### src/rtl/pipe_hazard_ctrl_pkg.sv
// Shared types and constants for the pipeline hazard controller.
// FSM state encoding, stage indices, NOP word and register-match helper.
package pipe_hazard_ctrl_pkg;

    typedef enum logic [1:0] {
        ST_RUN      = 2'd0,
        ST_MDU_WAIT = 2'd1,
        ST_MEM_WAIT = 2'd2,
        ST_FLUSH    = 2'd3
    } hz_state_e;

    localparam int STG_IF  = 0;
    localparam int STG_ID  = 1;
    localparam int STG_EX  = 2;
    localparam int STG_MEM = 3;
    localparam int STG_WB  = 4;

    // addi x0, x0, 0 -- what flushed stage registers are loaded with
    localparam logic [31:0] NOP_INSN = 32'h0000_0013;

    function automatic logic src_hit(
        input logic [4:0] src,
        input logic       used,
        input logic [4:0] rd
    );
        return used && (src == rd);
    endfunction

endpackage

### src/rtl/hazard_wdog_cnt.sv
// Saturating stall-cycle counter plus memory-wait watchdog.
// Ports: stall_i (count enable), in_wait_i (FSM in MEM_WAIT), stall_cnt_o, wdog_err_o (sticky).
module hazard_wdog_cnt
    import pipe_hazard_ctrl_pkg::*;
#(
    parameter int CNT_W       = 32,
    parameter int WDOG_CYCLES = 1024,
    parameter int WDOG_W      = 11
) (
    input  logic             clk,
    input  logic             rst_n,
    input  logic             stall_i,
    input  logic             in_wait_i,
    output logic [CNT_W-1:0] stall_cnt_o,
    output logic             wdog_err_o
);

    localparam logic [WDOG_W-1:0] WD_LAST = WDOG_W'(WDOG_CYCLES - 1);
    localparam logic [WDOG_W-1:0] WD_MAX  = WDOG_W'(WDOG_CYCLES);

    logic [CNT_W-1:0]  cnt_q, cnt_d;
    logic [WDOG_W-1:0] wd_q, wd_d;
    logic              err_q, err_d;

    always_comb begin
        cnt_d = cnt_q;
        if (stall_i && (cnt_q != '1)) begin
            cnt_d = cnt_q + 1'b1;
        end
        // Counter only runs while waiting; any other state clears it.
        wd_d  = '0;
        err_d = err_q;
        if (in_wait_i) begin
            wd_d = (wd_q == WD_MAX) ? wd_q : wd_q + 1'b1;
            // This cycle completes the WDOG_CYCLES-th wait cycle.
            if (wd_q == WD_LAST) begin
                err_d = 1'b1;
            end
        end
    end

    always_ff @(posedge clk or negedge rst_n) begin
        if (!rst_n) begin
            cnt_q <= '0;
            wd_q  <= '0;
            err_q <= 1'b0;
        end else begin
            cnt_q <= cnt_d;
            wd_q  <= wd_d;
            err_q <= err_d;
        end
    end

    assign stall_cnt_o = cnt_q;
    assign wdog_err_o  = err_q;

endmodule

### src/rtl/pipe_hazard_ctrl.sv
// Stall/flush sequencer for the 5-stage pipeline: load-use, MDU, memory waits, redirects, traps.
// Inputs: ID/EX register info, MDU/MEM handshakes, redirect/trap; outputs: stage stalls/flushes, busy, perf counter, watchdog flag.
module pipe_hazard_ctrl
    import pipe_hazard_ctrl_pkg::*;
#(
    parameter int CNT_W       = 32,
    parameter int WDOG_CYCLES = 1024,
    parameter int WDOG_W      = 11
) (
    input  logic             clk,
    input  logic             rst_n,
    input  logic [4:0]       id_rs1_addr_i,
    input  logic [4:0]       id_rs2_addr_i,
    input  logic             id_rs1_used_i,
    input  logic             id_rs2_used_i,
    input  logic [4:0]       ex_rd_addr_i,
    input  logic             ex_rd_en_i,
    input  logic             ex_inst_is_load_i,
    input  logic             ex_mdu_start_i,
    input  logic             ex_mdu_done_i,
    input  logic             mem_req_i,
    input  logic             mem_done_i,
    input  logic             redirect_i,
    input  logic             trap_i,
    output logic             stall_if_o,
    output logic             stall_id_o,
    output logic             stall_ex_o,
    output logic             stall_mem_o,
    output logic             flush_id_o,
    output logic             flush_ex_o,
    output logic             flush_mem_o,
    output logic             bubble_ex_o,
    output logic             busy_o,
    output logic [CNT_W-1:0] stall_cnt_o,
    output logic             wdog_err_o
);

    hz_state_e state_q, state_d;

    logic load_use;
    logic s_if, s_id, s_ex, s_mem;
    logic f_id, f_ex, f_mem, bub;

    assign load_use = ex_rd_en_i && ex_inst_is_load_i
                   && (ex_rd_addr_i != 5'd0)
                   && (src_hit(id_rs1_addr_i, id_rs1_used_i, ex_rd_addr_i)
                    || src_hit(id_rs2_addr_i, id_rs2_used_i, ex_rd_addr_i));

    always_comb begin
        state_d = state_q;
        s_if    = 1'b0;
        s_id    = 1'b0;
        s_ex    = 1'b0;
        s_mem   = 1'b0;
        f_id    = 1'b0;
        f_ex    = 1'b0;
        f_mem   = 1'b0;
        bub     = 1'b0;
        case (state_q)
            ST_RUN: begin
                if (trap_i) begin
                    {f_id, f_ex, f_mem} = 3'b111;
                    state_d = ST_FLUSH;
                end else if (mem_req_i && !mem_done_i) begin
                    {s_if, s_id, s_ex, s_mem} = 4'b1111;
                    state_d = ST_MEM_WAIT;
                end else if (ex_mdu_start_i && !ex_mdu_done_i) begin
                    {s_if, s_id, s_ex} = 3'b111;
                    f_mem   = 1'b1;
                    state_d = ST_MDU_WAIT;
                end else if (redirect_i) begin
                    {f_id, f_ex} = 2'b11;
                end else if (load_use) begin
                    // Next cycle the load is in MEM, so this self-clears.
                    {s_if, s_id, bub} = 3'b111;
                end
            end
            ST_MEM_WAIT: begin
                if (mem_done_i) begin
                    state_d = ST_RUN;
                end else begin
                    {s_if, s_id, s_ex, s_mem} = 4'b1111;
                end
            end
            ST_MDU_WAIT: begin
                if (ex_mdu_done_i) begin
                    state_d = ST_RUN;
                end else begin
                    {s_if, s_id, s_ex} = 3'b111;
                    f_mem = 1'b1;
                end
            end
            ST_FLUSH: begin
                {f_id, f_ex} = 2'b11;
                state_d = ST_RUN;
            end
            default: state_d = ST_RUN;
        endcase
    end

    always_ff @(posedge clk or negedge rst_n) begin
        if (!rst_n) begin
            state_q <= ST_RUN;
        end else begin
            state_q <= state_d;
        end
    end

    // Combinational outputs are forced low while reset is held.
    assign stall_if_o  = rst_n & s_if;
    assign stall_id_o  = rst_n & s_id;
    assign stall_ex_o  = rst_n & s_ex;
    assign stall_mem_o = rst_n & s_mem;
    assign flush_id_o  = rst_n & f_id;
    assign flush_ex_o  = rst_n & f_ex;
    assign flush_mem_o = rst_n & f_mem;
    assign bubble_ex_o = rst_n & bub;
    assign busy_o      = rst_n & (state_q != ST_RUN);

    hazard_wdog_cnt #(
        .CNT_W       (CNT_W),
        .WDOG_CYCLES (WDOG_CYCLES),
        .WDOG_W      (WDOG_W)
    ) u_cnt (
        .clk         (clk),
        .rst_n       (rst_n),
        .stall_i     (stall_if_o),
        .in_wait_i   (state_q == ST_MEM_WAIT),
        .stall_cnt_o (stall_cnt_o),
        .wdog_err_o  (wdog_err_o)
    );

endmodule

### config.mk
export PLATFORM = sky130hd
export DESIGN_NAME = pipe_hazard_ctrl
export DESIGN_NICKNAME = d
export VERILOG_FILES = /design/src/rtl/pipe_hazard_ctrl_pkg.sv /design/src/rtl/hazard_wdog_cnt.sv /design/src/rtl/pipe_hazard_ctrl.sv
export SDC_FILE = /design/constraint.sdc
export NUM_CORES = 1
export LEC_CHECK = 0
export ABC_AREA = 1
export BUFFER_PORTS_ARGS = -buffer_cell sky130_fd_sc_hd__buf_2
export CORE_MARGIN = 4
export CORE_UTILIZATION = 60
export DETAILED_ROUTE_END_ITERATION = 8
export PLACE_DENSITY = 0.87
export SETUP_SLACK_MARGIN = 0.1
export SLEW_MARGIN = 20
export SYNTH_ARGS = -nofsm -noshare
export SYNTH_HDL_FRONTEND = slang
export SYNTH_SLANG_ARGS = --single-unit
### constraint.sdc
create_clock -name clk -period 5.5 [get_ports clk]
set_input_delay 1.1 -clock clk [delete_from_list [all_inputs] [get_ports clk]]
set_output_delay 1.1 -clock clk [all_outputs]
set_load 0.02 [all_outputs]
==> impl_metrics.tcl, run 1 <==
set metrics [dict create \
    cts_made_buffers 5 \
    grt_max_degree 47 \
    power.leakage_nw 2.093 \
    vias_per_cell 5.299 \
    cts_root_buffer "clkbuf_8" \
    yosysTopAreaCell "dfrtp_1" \
    power_w 0.0009617 \
    cp.required_ns 4.40 \
    fin_skew_ns 0.01269 \
    ys_seq_area_frac 0.3466 \
    final_max_slew_viol_count 0 \
    pre_cts_ws_ns 2.066 \
    die_h_um 82.40 \
    antennaDiodeCount 0 \
    clk_pin_slew_ns 0.08 \
    dp.final_hpwl_mm 6.260 \
    cts_tree "yes" \
    hold_buffers 0 \
    final_area_um2 3789 \
    grt.total_usage 0.2718 \
    max-slew-margin-rel 0.4180 \
    max-cap-violations 0 \
    status "finished, final reports clean" \
    gp_congestion 0.9176 \
    syn_inst 512 \
    globalRouteOverflowTotal 0 \
    syn_area_per_cell_um2 6.486 \
    fp.dieW_um 82.40 \
    ys_seq_elements 46 \
    crit_path_end_kind "primary output" \
    ctsResizeCount 0 \
    met3_usage 0.04013 \
    setup_violations 0 \
    firstDrtPassIters 5 \
    syn_nets 547 \
    layout_setup_ws_ns 2.068 \
    min_path_type "reg2reg" \
    finalCriticalPeriod_ns 3.432 \
    grt_pass1_vias 3123 \
    clock-sinks 46 \
    startpoint_type "input port" \
    use_met1 0.3941 \
    coreArea_um2 5238 \
    num_rows 26 \
    slowest_delay_ns 0.33 \
    drt-initial-drc-count 301 \
    areaGrowthSynthToFinish_pct 14.09 \
    io_buffers 68 \
    dieArea_um2 6789 \
    place_area_um2 3680 \
    start_util 0.6340 \
    synth_edf_count 0 \
    vias 3434 \
    io_pins 69 \
    finalSetupTns_ns 0 \
    insertion_delay_ns 0.30 \
    drive_above_1_share 0.1505 \
    ant_nets 0 \
    wl_mm 8.273 \
    synth_top_cell_area_share 0.3466 \
    tightest_slew_ns 0.8709 \
    cts_buffer_depth 2 \
    routedWlPerCell_um 12.77 \
    cts_setup_buffers 0 \
    ys_top_cells_by_area "dfrtp_1 35%, nand2_1 22%, nand3_1 7.4%" \
    ff2ff_setup_slack_ns 2.23 \
    yosysWarnings 0 \
    synth.distinct_cells 27 \
    cellPowerDensity_nw_per_um2 253.8 \
    drc 0 \
    slowest_stage "buf_4" \
    criticalPathCategory "in2out" \
    syn_area_um2 3321 \
    fin_nets 612 \
    fill_cells 449 \
    period_share 0.6239 \
    worst-path-max-fanout 36 \
    final_util 0.7234 \
    grt_use_met2 0.4279 \
    top_usage_layer "met2" \
    crit_path_cell_trace "buf_2 -> inv_1 -> nand2_1 -> nand2_1 -> nor2_1 -> nand3_1 -> nand2_1 -> nand3_1 -> nand2_1 -> buf_4 -> buf_2" \
    rsz0062_at_grt "false" \
    yosys_most_used_dff "dfrtp_1" \
    hold_viol 0 \
    async_flop_share 1.000 \
    max_freq_mhz 291.4 \
    grt_pass1_wl_mm 14.52 \
    antenna_found_initial 0 \
    cp.arrival_ns 2.33 \
    ir_drop_v 0.0001644 \
    cpMostUsedCell "nand2_1" \
    htreeDepth 2 \
]
==> cell usage after synthesis (all sizes together), types with 3 or more instances <==
cell type and n:
nand2 199, inv 59, nor2 56, nand3 51, dfrtp 46, nor3 22
o21ai 15, xor2 14, buf 12, a21oi 8, ha 8, nand3b 8
nand4 6, xnor2 3
==> worst paths after layout <==
kind,start,to,cells past startpoint
worst min-delay path,u_cnt.wd_q[4],u_cnt.wd_q[4],1
max in group asynchronous,rst_n,u_cnt.stall_cnt_o[21],2
min in group asynchronous,rst_n,u_cnt.wd_q[7],2
worst max-delay path,ex_rd_addr_i[1],stall_id_o,11
worst max register to register,u_cnt.stall_cnt_o[0],u_cnt.stall_cnt_o[0],9
worst min register to register,u_cnt.wd_q[4],u_cnt.wd_q[4],1
==> worst max-delay path: cells and delay by family <==
family / cells / cell delay [ns]
AND/OR/NAND/NOR: 7 / 0.48
buffers and inverters: 4 / 0.75
==> layer usage <==
layer  share of wire  vias to the layer above  routed length [µm]
met5               0                        -                   0
met4           0.013                        0                 111
met3           0.074                       12                 616
met2            0.45                      133                3711
met1            0.46                     1547                3834
li1                -                     1742                   -
==> layout by cell type (no fill, tap or decap), drive strengths merged, types with 2 or more instances in the layout <==
cell type	instances
a21oi	8
buf	70
clkbuf	5
clkinv	2
dfrtp	46
ha	8
inv	59
nand2	199
nand3	51
nand3b	8
nand4	6
nor2	56
nor3	22
o21ai	15
xnor2	3
xor2	14
==> power by group <==
part / total (W) / leakage, nW / switching, W / internal [W]
Sequential: 0.000400 / 0.635 / 0.0000367 / 0.000363
Clock: 0.000251 / 0.0579 / 0.000117 / 0.000134
Combinational: 0.000311 / 1.40 / 0.000216 / 0.0000950
==> flip-flops by register name, summed over array words and instances (netlist names) <==
register           count
state_q                2
u_cnt.wd_q            11
u_cnt.wdog_err_o       1
u_cnt.stall_cnt_o     32
==> layout make-up <==
| cell class | count | area [µm²] | share of cell area |
|---|---|---|---|
| Clock buffer | 5 | 68.82 | 0.01816 |
| Clock inverter | 3 | 40.04 | 0.01057 |
| Inverter | 59 | 221.5 | 0.05845 |
| Multi-Input combinational cell | 395 | 1864 | 0.4921 |
| Sequential cell | 46 | 1151 | 0.3038 |
| Tap cell | 70 | 87.58 | 0.02312 |
| Timing Repair Buffer | 70 | 355.3 | 0.09379 |
==> stage by stage <==
| stage | std cells | hold WS (ns) |
|---|---|---|
| 2_1_floorplan | 512 | 0.4467 |
| 3_3_place_gp | 640 | 0.4436 |
| 3_5_place_dp | 640 | 0.4792 |
| 4_1_cts | 648 | 0.4908 |
| 5_1_grt | 648 | 0.5119 |
| 6_report | 648 | 0.4922 |
==> cells by family (layout without fill, tap and decap cells) <==
group	Yosys count	in the layout	share of synthesized area
flops	46	46	0.3466
compound gates	26	26	0.04145
simple gates	344	344	0.4450
fa+ha+maj	8	8	0.03014
xor+xnor	17	17	0.04484
buf+inv	71	137	0.09193
Note: power is estimated with default switching activity, not from simulation.
==> run 2, diff against run 1 <==
CORE_UTILIZATION = 50   (was 60)
PLACE_DENSITY = 0.78   (was 0.87)
clock period = 2.8 ns   (was 5.5 ns; I/O delays follow)
==> impl_metrics.tcl, run 2 (same netlist as run 1, synthesis figures left out) <==
set metrics [dict create \
    status "finished, final reports clean" \
    vias_per_cell 5.090 \
    grt_use_met2 0.3463 \
    dieArea_um2 8009 \
    hold_viol 0 \
    max_freq_mhz 405.5 \
    grt.total_usage 0.2221 \
    grt_pass1_wl_mm 14.00 \
    fin_skew_ns 0.004475 \
    antenna_found_initial 0 \
    firstDrtPassIters 5 \
    cts_buffer_depth 2 \
    fp.dieW_um 89.50 \
    drive_above_1_share 0.1552 \
    min_path_type "in2async" \
    cp.required_ns 2.24 \
    power_w 0.001900 \
    drt-initial-drc-count 204 \
    top_usage_layer "met2" \
    max-slew-margin-rel 0.6084 \
    cts_made_buffers 5 \
    cellPowerDensity_nw_per_um2 496.7 \
    ir_drop_v 0.0002847 \
    met3_usage 0.02488 \
    grt_pass1_vias 2980 \
    criticalPathCategory "reg2out" \
    max-cap-violations 0 \
    start_util 0.5200 \
    startpoint_type "flop" \
    finalSetupTns_ns 0 \
    tightest_slew_ns 0.5875 \
    final_cell_mix "198 x nand2_1, 68 x buf_2, 58 x inv_1" \
    setup_violations 0 \
    coreArea_um2 6386 \
    dp.final_hpwl_mm 6.457 \
    io_buffers 68 \
    ant_nets 0 \
    clk_pin_slew_ns 0.09 \
    crit_start "state_q[0]" \
    crit_path_end_kind "primary output" \
    reg2reg_from "u_cnt.stall_cnt_o[0]" \
    globalRouteOverflowTotal 0 \
    wl_mm 8.252 \
    gp_congestion 0.9256 \
    io_pins 69 \
    htreeDepth 2 \
    routedWlPerCell_um 12.56 \
    period_share 0.8806 \
    grt_max_degree 47 \
    cts_tree "yes" \
    hold_buffers 0 \
    antennaDiodeCount 0 \
    drc 0 \
    layout_commonest_cell "nand2_1" \
    largest_register_ffs 32 \
    die_h_um 89.50 \
    num_rows 29 \
    power.leakage_nw 2.095 \
    insertion_delay_ns 0.30 \
    cp.arrival_ns 1.91 \
    worst-path-max-fanout 10 \
    fin_nets 614 \
    fill_cells 626 \
    cts_root_buffer "clkbuf_8" \
    clock-sinks 46 \
    use_met1 0.3261 \
    final_max_slew_viol_count 0 \
    rsz0062_at_grt "false" \
    finalCriticalPeriod_ns 2.466 \
    areaGrowthSynthToFinish_pct 15.18 \
    vias 3344 \
]
run 2: cell types whose count changed in the layout (fill, tap and decap cells not counted), sizes merged:
cell and change:
buf +2, clkinv -2, clkinvlp +2
run 2: final timing paths:
kind,to,slack [ns],depth (start not counted)
max in group asynchronous,u_cnt.stall_cnt_o[20],2.05,2
max,stall_if_o,0.33,9
min reg2reg,u_cnt.wdog_err_o,0.47,2
min in group clk,u_cnt.wdog_err_o,0.47,2
min,u_cnt.stall_cnt_o[24],0.35,2
max reg2reg,u_cnt.stall_cnt_o[15],0.58,9
run 2: metal layers:
metal | wire length [µm] | share of wire
met4 | 131 | 0.016
met2 | 3658 | 0.44
met5 | 0 | 0
met1 | 4007 | 0.49
met3 | 455 | 0.055
run 2: final cells by class:
cell class                      instances  area [µm²]  share of cell area
Tap cell                               77       96.34             0.02519
Timing Repair Buffer                   72       370.4             0.09683
Clock inverter                          3       45.04             0.01178
Clock buffer                            5       68.82             0.01799
Multi-Input combinational cell        395        1872              0.4894
Sequential cell                        46        1151              0.3009
Inverter                               59       221.5             0.05790
run 2: metrics by stage:
| stage | setup slack (ns) | cell area [µm²] | hold slack [ns] | instances | util |
|---|---|---|---|---|---|
| after CTS | 0.2739 | 3817 | 0.3722 | 657 | 0.5978 |
| after global routing | 0.1217 | 3825 | 0.4165 | 657 | 0.5989 |
| after global placement | 0.4891 | 3704 | 0.4423 | 649 | 0.5799 |
| after floorplan | 0.4591 | 3321 | 0.2644 | 512 | - |
| after detailed placement | 0.3544 | 3704 | 0.4574 | 649 | 0.5799 |
| final | 0.3342 | 3825 | 0.3548 | 657 | 0.5989 |
run 2: worst max-delay path: stages, from the launching register on:
cell and delay, ns:
dfrtp_1 0.44, inv_1 0.11, ha_1 0.35, nand2_1 0.12, nand2_1 0.08, inv_1 0.05, nand2_1 0.06, nand2_1 0.06
nand2_1 0.12, buf_2 0.20
run 2: timing repair:
item	in CTS	in global routing
buffers inserted	0	0
endpoints found under the setup margin	0	34
resized for setup	0	2
run 2: report_power, final:
group	internal, W	switching (W)
clock	0.000266	0.000234
sequential	0.000713	0.0000687
combinational	0.000196	0.000422
